[src/rtl/accel_stream_pkg.sv]
// Shared definitions for the accelerator stream stages: FSM state type,
// trailer field offset helpers and the folded XOR checksum function.
package accel_stream_pkg;

    // Stream-stage state: forwarding data beats, or emitting the trailer.
    typedef enum logic [0:0] {
        PASS    = 1'b0,
        TRAILER = 1'b1
    } state_t;

    // Widest stream the fold helper handles.
    localparam int MAX_DATA_WIDTH = 1024;

    // Trailer layout: count in the upper half, checksum in the lower half.
    function automatic int cnt_lsb(input int dw);
        return dw / 2;
    endfunction

    function automatic int csum_msb(input int dw);
        return dw / 2 - 1;
    endfunction

    // XOR the upper half of a dw-bit word onto its lower half.
    // The word is passed zero-extended to MAX_DATA_WIDTH; bits above dw/2
    // of the result are zero.
    function automatic logic [MAX_DATA_WIDTH/2-1:0] fold_xor(
        input logic [MAX_DATA_WIDTH-1:0] acc,
        input int                        dw
    );
        logic [MAX_DATA_WIDTH/2-1:0] r;
        r = '0;
        for (int i = 0; i < MAX_DATA_WIDTH / 2; i++) begin
            if (i < dw / 2) r[i] = acc[i] ^ acc[i + dw / 2];
        end
        return r;
    endfunction

endpackage

[src/rtl/axis_out_reg.sv]
// Single AXI-stream output register stage. A new beat is loaded whenever the
// register is empty or its current beat is being taken; otherwise data and
// last hold, so the downstream sees a stable beat during stalls.
module axis_out_reg #(
    parameter int DATA_WIDTH = 64
) (
    input  logic                  clk,
    input  logic                  rst_n,
    input  logic                  in_valid,
    input  logic [DATA_WIDTH-1:0] in_data,
    input  logic                  in_last,
    output logic                  load_en,
    output logic                  out_valid,
    output logic [DATA_WIDTH-1:0] out_data,
    output logic                  out_last,
    input  logic                  out_ready
);

    assign load_en = !out_valid || out_ready;

    // Output register: load on load_en, hold otherwise.
    always_ff @(posedge clk or negedge rst_n) begin
        if (!rst_n) begin
            out_valid <= 1'b0;
            out_data  <= '0;
            out_last  <= 1'b0;
        end else if (load_en) begin
            out_valid <= in_valid;
            out_last  <= in_valid && in_last;
            if (in_valid) out_data <= in_data;
        end
    end

endmodule

[src/rtl/axis_checksum_trailer.sv]
// Forwards every input beat and appends one trailer beat per packet holding
// {beat count, folded XOR checksum}. The beat count saturates and flags
// len_ovf; pkt_done counts accepted trailers.
// Optional: define ACCEL_CSUM_BYTESWAP_EN to byte-reverse forwarded data beats
// (the trailer and the checksum are unaffected).
module axis_checksum_trailer
    import accel_stream_pkg::*;
#(
    parameter int DATA_WIDTH  = 64,
    parameter int COUNT_WIDTH = 32
) (
    input  logic                   clk,
    input  logic                   aresetn,
    input  logic [DATA_WIDTH-1:0]  s_axis_tdata,
    input  logic                   s_axis_tvalid,
    output logic                   s_axis_tready,
    input  logic                   s_axis_tlast,
    output logic [DATA_WIDTH-1:0]  m_axis_tdata,
    output logic                   m_axis_tvalid,
    input  logic                   m_axis_tready,
    output logic                   m_axis_tlast,
    output logic [COUNT_WIDTH-1:0] pkt_done,
    output logic                   len_ovf,
    input  logic                   clear_ovf
);

    localparam int HALF     = DATA_WIDTH / 2;
    localparam int CNT_LSB  = cnt_lsb(DATA_WIDTH);
    localparam int CSUM_MSB = csum_msb(DATA_WIDTH);

    state_t                  state;
    logic [COUNT_WIDTH-1:0]  cnt;
    logic [DATA_WIDTH-1:0]   acc;
    logic                    load_en;
    logic                    s_hs;
    logic                    trl_take;
    logic                    cnt_sat;
    logic                    in_valid;
    logic                    in_last;
    logic [DATA_WIDTH-1:0]   in_data;
    logic [DATA_WIDTH-1:0]   fwd_data;
    logic [DATA_WIDTH-1:0]   trailer;

    assign s_axis_tready = (state == PASS) && load_en;
    assign s_hs          = s_axis_tvalid && s_axis_tready;
    assign trl_take      = (state == TRAILER) && load_en;
    assign cnt_sat       = &cnt;

    // Trailer is built from the unswapped accumulator.
    assign trailer[DATA_WIDTH-1:CNT_LSB] = HALF'(cnt);
    assign trailer[CSUM_MSB:0]           = HALF'(fold_xor(MAX_DATA_WIDTH'(acc), DATA_WIDTH));

`ifdef ACCEL_CSUM_BYTESWAP_EN
    for (genvar b = 0; b < DATA_WIDTH / 8; b++) begin : g_swap
        assign fwd_data[8*b +: 8] = s_axis_tdata[DATA_WIDTH-8*(b+1) +: 8];
    end
`else
    assign fwd_data = s_axis_tdata;
`endif

    // In TRAILER the output stage always has a beat to load.
    assign in_valid = (state == PASS) ? s_axis_tvalid : 1'b1;
    assign in_data  = (state == PASS) ? fwd_data : trailer;
    assign in_last  = (state == TRAILER);

    axis_out_reg #(.DATA_WIDTH(DATA_WIDTH)) u_out (
        .clk       (clk),
        .rst_n     (aresetn),
        .in_valid  (in_valid),
        .in_data   (in_data),
        .in_last   (in_last),
        .load_en   (load_en),
        .out_valid (m_axis_tvalid),
        .out_data  (m_axis_tdata),
        .out_last  (m_axis_tlast),
        .out_ready (m_axis_tready)
    );

    // Packet FSM with saturating beat count and XOR accumulator.
    always_ff @(posedge clk or negedge aresetn) begin
        if (!aresetn) begin
            state <= PASS;
            cnt   <= '0;
            acc   <= '0;
        end else if (s_hs) begin
            cnt <= cnt_sat ? cnt : cnt + 1'b1;
            acc <= acc ^ s_axis_tdata;
            if (s_axis_tlast) state <= TRAILER;
        end else if (trl_take) begin
            cnt   <= '0;
            acc   <= '0;
            state <= PASS;
        end
    end

    // Sticky overflow flag; a new overflow beats a simultaneous clear.
    always_ff @(posedge clk or negedge aresetn) begin
        if (!aresetn)             len_ovf <= 1'b0;
        else if (s_hs && cnt_sat) len_ovf <= 1'b1;
        else if (clear_ovf)       len_ovf <= 1'b0;
    end

    // Completed-packet counter, stepped when a trailer is taken downstream.
    always_ff @(posedge clk or negedge aresetn) begin
        if (!aresetn)                                        pkt_done <= '0;
        else if (m_axis_tvalid && m_axis_tready && m_axis_tlast) pkt_done <= pkt_done + 1'b1;
    end

endmodule

[config.mk]
export PLATFORM = sky130hd
export DESIGN_NAME = axis_checksum_trailer
export DESIGN_NICKNAME = d
export VERILOG_FILES = /design/src/rtl/accel_stream_pkg.sv /design/src/rtl/axis_out_reg.sv /design/src/rtl/axis_checksum_trailer.sv
export SDC_FILE = /design/constraint.sdc
export NUM_CORES = 1
export LEC_CHECK = 0
export CORE_UTILIZATION = 30
export CTS_BUF_LIST = sky130_fd_sc_hd__clkbuf_8
export DETAILED_ROUTE_END_ITERATION = 7
export PLACE_DENSITY_LB_ADDON = 0.3
export RECOVER_POWER = 100
export SETUP_SLACK_MARGIN = 0.15
export SLEW_MARGIN = 0
export SYNTH_ARGS = -nofsm -noshare
export SYNTH_HDL_FRONTEND = slang
export SYNTH_SLANG_ARGS = --single-unit
[constraint.sdc]
create_clock -name clk -period 1.9 [get_ports clk]
set_clock_uncertainty 0.15 [all_clocks]
set_input_delay 0.285 -clock clk [delete_from_list [all_inputs] [get_ports clk]]
set_output_delay 0.285 -clock clk [all_outputs]
set_load 0.005 [all_outputs]
==> impl_metrics.yaml, run 1 <==
place:
  dp_hpwl_um: 22200
  dpl_cell_area_sq_um: 13500
  routabilityCongestion: 0.834
  pre_cts_slack_ps: -358
  numPortBuffers: 169
finish:
  synthToLayoutAreaGrowth_pct: 71.2
  final_cell_mix: "dfrtp_1, buf_4, nand2_1"
  final_layout_size_suffix_gt1_share_pct: 38.6
  fin_nets: 1688
  fin_area_sq_um: 17400
clocking:
  cts_root_buf: "clkbuf_8"
  cts_buffers: 17
  cts_buffer_depth: 2
  h-tree-depth: 4
  clk_pin_slew_worst_paths_ps: 120
  clk_latency_ps: 500
  cts_tree: "done"
  cts_sinks: 196
sta:
  fin_tns_setup_ps: -16.1
  finalCritPeriodShare_pct: 101
  worst_slack_ps: -16.1
  hold_viol_final: 0
  rsz0062_at_grt: "yes"
  finalSetupViolations: 1
  period_needed_ps: 1920
  drv_slew: 0
  timing.fmax_mhz: 522
  max_slew_margin_pct: 47.8
  tightestPinTransition_ps: 783
hold_path:
  hold_path_depth: 4
  hp-start: "s_axis_tvalid"
  min_path_type: "in -> reg"
  whs_endpoint: "u_out.out_data[30]$_DFFE_PN0P_"
power_and_ir_drop:
  seq_power_share_pct: 44.0
  clkPwrFrac_pct: 20.5
  p_leak_nw: 7.78
  p_int_w: 0.00912
  switchingPower_w: 0.00533
  vdd_drop_max_uv: 567
  combPwrFrac_pct: 35.5
  power_density_nw_per_um2: 830
  switching_share_pct: 36.9
die:
  io_pins: 170
  die_height_um: 186
  die_area_sq_um: 34600
  start_util_pct: 30.4
  rows: 67
  die_w_um: 186
  fp.coreArea_sq_um: 33400
setup_path:
  max_stage_delay_ps: 400
  crit_fanout: 3
  r2r_end: "cnt[16]$_DFFE_PN0P_"
  crit_required_ps: 2150
  crit_top_cell: "nand4_1"
  critPathLaunchType: "flip-flop"
  path_depth: 7
  reg2reg_from: "cnt[28]$_DFFE_PN0P_"
  critPathKind: "reg -> reg"
  cp_cell_sequence: "nand4_1, nor2_1, nand4_1, buf_4, buf_6, a31o_4, o41ai_2"
  reg2reg_setup_slack_ps: -20
  cp_slowest_cell: "dfrtp_1"
  crit_buf_inv: 2
  cp.arrival_ps: 2160
  r2r_cells: 7
  crit_path_end_kind: "flip-flop"
  cp_top_family: "simple AND/OR/NAND/NOR gates"
synth:
  async_flop_share_pct: 100
  yosysUniqueCellTypes: 49
  syn_area_per_cell_sq_um: 8.55
  syn_nets: 1260
  ys_seq_elements: 196
  synth_ff_type: "dfrtp_1"
  synth_cells: 1188
  syn_area_sq_um: 10200
  synth-seq-area-share_pct: 48.3
  synth_warnings: 0
  synth_edf_count: 0
drt:
  wl_per_cell_um: 17.6
  vias_per_cell: 5.07
  drt_pre_antenna_iters: 5
  routed_wl_um: 36500
  num_vias: 10500
  drt_iter0_drc: 668
  ant_nets: 0
  drc: 0
global_routing:
  track_usage_pct: 19.7
  grt_antenna_before_repair: 2
  grt_pass1_vias: 9941
  grt_max_degree: 73
  gr-total-overflow: 0
  grt_pass1_wl_um: 52800
job:
  cap_violations: 0
run_status:
  outcome: "complete, but fails checks"
  failed_checks: "negative setup slack"
metal layers:
metal	global-route usage [%]	vias up	share of wire, %
met5	0	-	0.047
met4	6.59	2	2.4
met3	3.19	66	4.1
met2	31.1	281	48
met1	27.4	5143	45
li1	-	5037	-
power groups by stage:
stage | Clock (W) | Combinational (W) | Sequential (W)
2_1_floorplan | 0 | 0.00183 | 0.00603
3_3_place_gp | 0 | 0.00358 | 0.00619
3_5_place_dp | 0 | 0.00369 | 0.00624
4_1_cts | 0.00305 | 0.00431 | 0.00608
5_1_grt | 0.00320 | 0.00561 | 0.00650
6_report | 0.00297 | 0.00512 | 0.00636
synth_stat cells (4+ instances only):
cell	count	share of area, %
nand2_1	203	7.5
dfrtp_1	196	48
nor2_1	155	5.7
o21ai_0	119	5.9
a21oi_1	93	4.6
nor3_1	74	3.6
clkbuf_1	44	1.6
xor2_1	42	3.6
o22ai_1	33	2.0
mux2i_1	32	3.2
nand4_1	21	1.3
xnor2_1	21	1.8
nand3_1	19	0.94
buf_1	15	0.55
o31ai_1	14	1.0
buf_2	13	0.64
and3_1	10	0.62
a31oi_1	9	0.55
inv_1	8	0.30
a211o_1	7	0.60
a41oi_1	6	0.52
nor4_1	5	0.31
and4_1	4	0.34
buf_4	4	0.30
nor4_4	4	0.84
how the worst max path moves through the flow:
stage                                     start                             end
finish                      cnt[28]$_DFFE_PN0P_             cnt[16]$_DFFE_PN0P_
detailed placement                m_axis_tready        pkt_done[27]$_DFFE_PN0P_
CTS                          cnt[1]$_DFFE_PN0P_             cnt[29]$_DFFE_PN0P_
global placement                  m_axis_tready        pkt_done[27]$_DFFE_PN0P_
floorplan                    cnt[2]$_DFFE_PN0P_             cnt[29]$_DFFE_PN0P_
global route        u_out.out_valid$_DFFE_PN0N_  u_out.out_data[27]$_DFFE_PN0P_
per-stage QoR:
stage / utilization (%) / instances / hold WS [ps] / total power, W
2_1_floorplan: - / 1188 / -161 / 0.00785
3_3_place_gp: 40.3 / 1879 / 43.0 / 0.00978
3_5_place_dp: 40.3 / 1879 / 45.2 / 0.00993
4_1_cts: 46.2 / 2032 / 44.3 / 0.0134
5_1_grt: 52.0 / 2078 / 120 / 0.0153
6_report: 52.0 / 2078 / 89.8 / 0.0144
cell families (layout without fill, tap and decap cells):
family,after synthesis,after routing,synth area share [%]
simple gates,511,511,22.7
compound gates,298,298,16.7
flops,196,196,48.3
buf+inv,85,526,3.46
xor+xnor,63,63,5.43
mux,33,33,3.26
fa+ha+maj,2,2,0.246
other cells,0,1,0
worst min-delay path, stage by stage:
cell     delay [ps]
buf_4           200
a21oi_2          80
nor2_1          100
nor2_1           50
final cells by class:
| cell class | instances | area (sq um) |
|---|---|---|
| repair buffers | 486 | 4920 |
| clock inverters | 13 | 158 |
| inverters | 8 | 30.0 |
| flip-flops and latches | 196 | 4920 |
| well taps | 448 | 561 |
| diodes | 1 | 2.50 |
| multi-input cells | 907 | 6550 |
| fillers | 2942 | 16000 |
| clock buffers | 19 | 262 |
repair_timing:
item	in CTS	in global routing
buffers inserted	111	31
setup endpoints to repair	213	192
endpoints found under the hold margin	196	0
hold buffers	1	0
cloned	9	14
pin swaps	45	237
gates resized for setup	259	404
state kept, by name, summed over array words and instances (netlist names):
register and count:
cnt 32, pkt_done 32, in_last 1, u_out.out_last 1
acc 64, u_out.out_valid 1, u_out.out_data 64, len_ovf 1
Power figures use the tool's default switching activity.
==> inputs of run 2 (changes only) <==
clock period = 1.75 ns   (was 1.9 ns; I/O delays follow)
==> run 2 against run 1 <==
Compared with the run above: the flow still finishes with violations (negative setup slack); utilization grew 1.5 points; maximum frequency shrank 3.0%; clock power shrank 2%; sequential power grew 7.5%; register-to-register slack lost 210 ps; wire length grew 4.6%; sequential share of layout area shrank 0.79 points; first-iteration DRC count grew 1.6%; die area is the same; cell count grew 2.5%; clock-buffer cell count shrank 1; setup slack lost 210 ps; highest routed layer is now met4.
==> impl_metrics.yaml, run 2 (synthesis gave the netlist of run 1 again) <==
run_status:
  outcome: "complete, but fails checks"
  failed_checks: "negative setup slack"
clocking:
  cts_buffer_depth: 2
  clk_pin_slew_worst_paths_ps: 110
  cts_root_buf: "clkbuf_8"
  cts_sinks: 196
  clk_latency_ps: 490
  cts_tree: "done"
  h-tree-depth: 4
  cts_buffers: 17
drt:
  drc: 0
  drt_pre_antenna_iters: 5
  highest_layer: "met4"
  drt_iter0_drc: 679
  vias_per_cell: 5.13
  ant_nets: 0
  wl_met3_um: 1840
  met2_length_um: 18700
  wl_met1_um: 17000
  routed_wl_um: 38200
  wl_per_cell_um: 17.9
  num_vias: 10900
global_routing:
  grt_pass1_wl_um: 53200
  gr-total-overflow: 0
  grt_pass1_vias: 9944
  track_usage_pct: 19.8
  grt_max_degree: 53
  grt_antenna_before_repair: 1
setup_path:
  critPathLaunchType: "flip-flop"
  max_stage_delay_ps: 430
  critPathKind: "reg -> reg"
  crit_path_end_kind: "flip-flop"
  crit_required_ps: 1950
  crit_top_cell: "o31ai_1"
  reg2reg_setup_slack_ps: -220
  cp.arrival_ps: 2180
  r2r_end: "cnt[28]$_DFFE_PN0P_"
  cp_slowest_cell: "dfrtp_2"
  crit_fanout: 4
  reg2reg_from: "cnt[1]$_DFFE_PN0P_"
  cp_cell_sequence: "ha_4, nand3_4, buf_6, nor4_4, buf_4, a41oi_2, o31ai_1, o31ai_1"
  r2r_cells: 8
finish:
  fin_nets: 1740
  final_cell_mix: "buf_4, dfrtp_1, nand2_1"
  fillCellCount: 2862
  layout.cells.non_filler: 2130
  synthToLayoutAreaGrowth_pct: 76.3
  final_common_cell: "buf_4"
  largestRegisters: "acc (64), u_out.out_data (64)"
  final_layout_size_suffix_gt1_share_pct: 42.1
die:
  die_height_um: 186
  rows: 67
  fp.coreArea_sq_um: 33400
  io_pins: 170
  start_util_pct: 30.4
  die_area_sq_um: 34600
  die_w_um: 186
power_and_ir_drop:
  vdd_drop_max_uv: 502
  p_leak_nw: 8.00
  power_density_nw_per_um2: 895
  power_w: 0.0160
hold_path:
  hp-start: "s_axis_tvalid"
  hold_path_depth: 4
  whs_endpoint: "u_out.out_data[31]$_DFFE_PN0P_"
  min_path_type: "in -> reg"
sta:
  period_needed_ps: 1970
  tightestPinTransition_ps: 1010
  rsz0062_at_grt: "yes"
  worst_slack_ps: -225
  hold_viol_final: 0
  timing.fmax_mhz: 506
  max_slew_margin_pct: 32.6
  fin_tns_setup_ps: -12820
  finalSetupViolations: 149
  finalCritPeriodShare_pct: 113
  drv_slew: 0
place:
  pre_cts_slack_ps: -485
  numPortBuffers: 169
  dp_hpwl_um: 22300
  placedCellCount: 1884
  routabilityCongestion: 0.836
job:
  cap_violations: 0
==> run 2: per-stage QoR <==
step                      utilization [%]  hold WS, ps  area [sq um]
after floorplan                         -         -183         10300
after global placement               40.4         67.7         13500
after detailed placement             40.4         68.7         13500
after CTS                            46.6          102         15600
after global routing                 53.5          143         17900
final                                53.6          144         17900
==> run 2: worst max path at each step <==
stage                              from                  endpoint
floorplan            cnt[2]$_DFFE_PN0P_       cnt[29]$_DFFE_PN0P_
global placement          m_axis_tready  pkt_done[27]$_DFFE_PN0P_
detailed placement        m_axis_tready  pkt_done[27]$_DFFE_PN0P_
CTS                 in_last$_DFFE_PN0P_             s_axis_tready
global route         cnt[1]$_DFFE_PN0P_       cnt[28]$_DFFE_PN0P_
finish               cnt[1]$_DFFE_PN0P_       cnt[28]$_DFFE_PN0P_
==> run 2: timing repair <==
| item | 4_1_cts | 5_1_grt |
|---|---|---|
| resized for setup | 371 | 454 |
| endpoints found under the setup margin | 264 | 250 |
| endpoints found under the hold margin | 196 | 0 |
| hold buffers | 1 | 0 |
| gates cloned | 12 | 16 |
| pin swaps | 60 | 212 |
| setup buffers | 105 | 79 |
==> run 2: layer usage <==
| layer | track usage, % | up-vias |
|---|---|---|
| li1 | - | 5161 |
| met1 | 27.5 | 5386 |
| met2 | 32.3 | 333 |
| met3 | 2.84 | 41 |
| met4 | 4.69 | 0 |
| met5 | 0 | - |
==> run 2: worst max-delay path, delay by kind of cell, from the launching register on <==
kind / cells / cell delay (ps)
buf+inv: 2 / 320
simple gates: 2 / 300
flops: 1 / 430
compound gates: 3 / 480
fa+ha+maj: 1 / 160
==> run 2: area by class of cell <==
class                           count  area [sq um]  share of cell area, %
Inverter                            8          30.0                  0.168
Sequential cell                   196          4920                   27.5
Multi-Input combinational cell    907          6560                   36.6
Timing Repair Buffer              538          5470                   30.6
Clock inverter                     14           121                  0.678
Antenna cell                        1          2.50                 0.0140
Clock buffer                       18           248                   1.38
Tap cell                          448           561                   3.13
==> run 2: where the power goes <==
group | switching, W | internal (W) | leakage (nW)
sequential | 0.00129 | 0.00555 | 2.45
clock | 0.00185 | 0.00107 | 0.189
combinational | 0.00273 | 0.00354 | 5.36
total | 0.00587 | 0.0102 | 8.00
==> inputs of run 3 (changes only) <==
DONT_BUFFER_PORTS = 1   (was default)
clock period = 2.4 ns   (was 1.75 ns; I/O delays follow)
==> run 3 against run 2 <==
Compared with the run above: the flow finishes with violations (negative hold slack); sequential share of layout area increased by 14 points; global-route usage decreased by 1.7 points; register-to-register slack improved by 430 ps; cell count decreased by 20%; first-iteration DRC count decreased by 12%; hold slack got worse by 750 ps.
==> impl_metrics.yaml, run 3 (synthesis gave the netlist of run 1 again) <==
run_status:
  outcome: "complete, but fails checks"
  failed_checks: "negative hold slack"
setup_path:
  crit_buf_inv: 1
  max_stage_delay_ps: 560
  cp_slowest_cell: "dfrtp_1"
  critPathLaunchType: "flip-flop"
  crit_path_end_kind: "flip-flop"
  cp_top_family: "simple AND/OR/NAND/NOR gates"
  crit_required_ps: 2650
  critPathKind: "reg -> reg"
  cp_cell_sequence: "nand4_4, nor4_4, clkbuf_2, nand2_2, o211a_1, a211o_1"
  crit_fanout: 9
  cp.arrival_ps: 2450
sta:
  max_slew_margin_pct: 37.6
  finalSetupViolations: 0
  tightestPinTransition_ps: 937
  period_needed_ps: 2200
  hold_viol_final: 196
  fin_tns_setup_ps: 0
  holdWs_ps: -602
  drv_slew: 0
  rsz0062_at_grt: "no"
  finalCritPeriodShare_pct: 91.5
  timing.fmax_mhz: 455
power_and_ir_drop:
  combPwrFrac_pct: 20.7
  clkPwrFrac_pct: 24.7
  power_density_nw_per_um2: 769
  vdd_drop_max_uv: 369
  p_leak_nw: 5.06
  switching_share_pct: 35.7
  switchingPower_w: 0.00326
  p_int_w: 0.00588
  seq_power_share_pct: 54.6
die:
  fp.coreArea_sq_um: 33400
  start_util_pct: 30.4
  die_w_um: 186
  die_area_sq_um: 34600
  die_height_um: 186
  io_pins: 170
  rows: 67
clocking:
  ctsHoldBuffers: 71
  cts_root_buf: "clkbuf_8"
  clk_latency_ps: 510
  cts_sinks: 196
  clk_pin_slew_worst_paths_ps: 110
  cts_buffer_depth: 2
  cts_buffers: 17
  cts_tree: "done"
  h-tree-depth: 4
place:
  dpl_cell_area_sq_um: 10700
  routabilityCongestion: 0.804
  numPortBuffers: 0
  dp_hpwl_um: 19300
hold_path:
  min_path_type: "in -> async"
finish:
  seq_area_sq_um: 4910
  final_cell_mix: "nand2_1, dfrtp_1, nor2_1"
  fin_nets: 1309
  fillCellCount: 3396
  final_layout_size_suffix_gt1_share_pct: 6.88
  synthToLayoutAreaGrowth_pct: 17.0
  final_common_cell: "nand2_1"
  multiInputGateArea_sq_um: 4940
  fin_area_sq_um: 11900
  final_core_utilization_pct: 35.5
  largestRegisters: "acc (64), u_out.out_data (64)"
drt:
  met2_length_um: 13900
  drc: 0
  wl_met1_um: 14600
  num_vias: 8766
  ant_nets: 0
  wl_met3_um: 2200
  routed_wl_um: 31200
  drt_iter0_drc: 599
  wl_per_cell_um: 18.3
  highest_layer: "met5"
  vias_per_cell: 5.15
  drt_pre_antenna_iters: 7
job:
  cap_violations: 0
global_routing:
  grt_antenna_before_repair: 4
  track_usage_pct: 18.1
  grt_pass1_vias: 8080
  gr-total-overflow: 0
  grt_pass1_wl_um: 47200
  grt_max_degree: 197
## run 3: cell count changes in the layout (fill, tap and decap cells not counted), sizes merged
cell	previous run	this run
inv	13	14
diode	1	3
dlygate4sd2	28	0
clkinvlp	1	3
dlygate4sd3	1	68
clkinv	8	4
clkdlybuf4s25	34	0
clkbuf	42	26
bufinv	0	2
clkdlybuf4s50	67	0
buf	364	30
clkdlybuf4s15	20	0
## run 3: power groups by stage
stage	Sequential (W)	Combinational, W	Clock, W
final	0.00499	0.00190	0.00226
after global routing	0.00513	0.00219	0.00246
after CTS	0.00499	0.00192	0.00233
after detailed placement	0.00506	0.00173	0
after global placement	0.00502	0.00167	0
after floorplan	0.00477	0.00144	0
## run 3: area by class of cell
class | instances | area share (%)
antenna | 3 | 0.0632
sequential | 196 | 41.3
multi-input combinational | 907 | 41.6
clock buffer | 17 | 1.97
tap | 448 | 4.72
inverter | 8 | 0.253
clock inverter | 15 | 1.32
timing repair buffer | 107 | 8.85
## run 3: worst register-to-register path, cell delays in order, from the launching register on
cell      delay [ps]
dfrtp_1          560
nand4_4          230
nor4_4           250
clkbuf_2         260
nand2_2          140
o211a_1          240
a211o_1          260
## run 3: what timing repair did
action	in CTS	in global routing
endpoints found under the setup margin	1	21
buffers inserted	1	3
pin swaps	0	1
gates resized for setup	0	6
hold endpoints to repair	324	196
gates cloned	0	0
## run 3: through the flow
stage	hold WS (ps)	std cells	total power (W)	setup slack (ps)
floorplan	-85.6	1188	0.00621	384
global placement	-80.7	1591	0.00669	231
detailed placement	-79.8	1591	0.00679	205
CTS	-652	1695	0.00925	205
global route	-675	1699	0.00979	87.4
finish	-602	1701	0.00914	203
## run 3: path summary, 6_finish.rpt
path / startpoint / to / cells after the start / slack (ps)
min in group clk: s_axis_tdata[9] / acc[9]$_DFFE_PN0P_ / 3 / 30
setup / recovery: cnt[4]$_DFFE_PN0P_ / cnt[31]$_DFFE_PN0P_ / 6 / 200
hold reg to reg: pkt_done[31]$_DFFE_PN0P_ / pkt_done[31]$_DFFE_PN0P_ / 1 / 350
max in group asynchronous: aresetn / cnt[11]$_DFFE_PN0P_ / 0 / 2250
hold / removal: aresetn / pkt_done[6]$_DFFE_PN0P_ / 0 / -600
setup reg to reg: cnt[4]$_DFFE_PN0P_ / cnt[31]$_DFFE_PN0P_ / 6 / 200
## run 3: metal layers
layer,vias up,GRT usage [%]
li1,4250,-
met1,4214,24.8
met2,270,27.4
met3,30,5.32
met4,2,5.08
met5,-,0
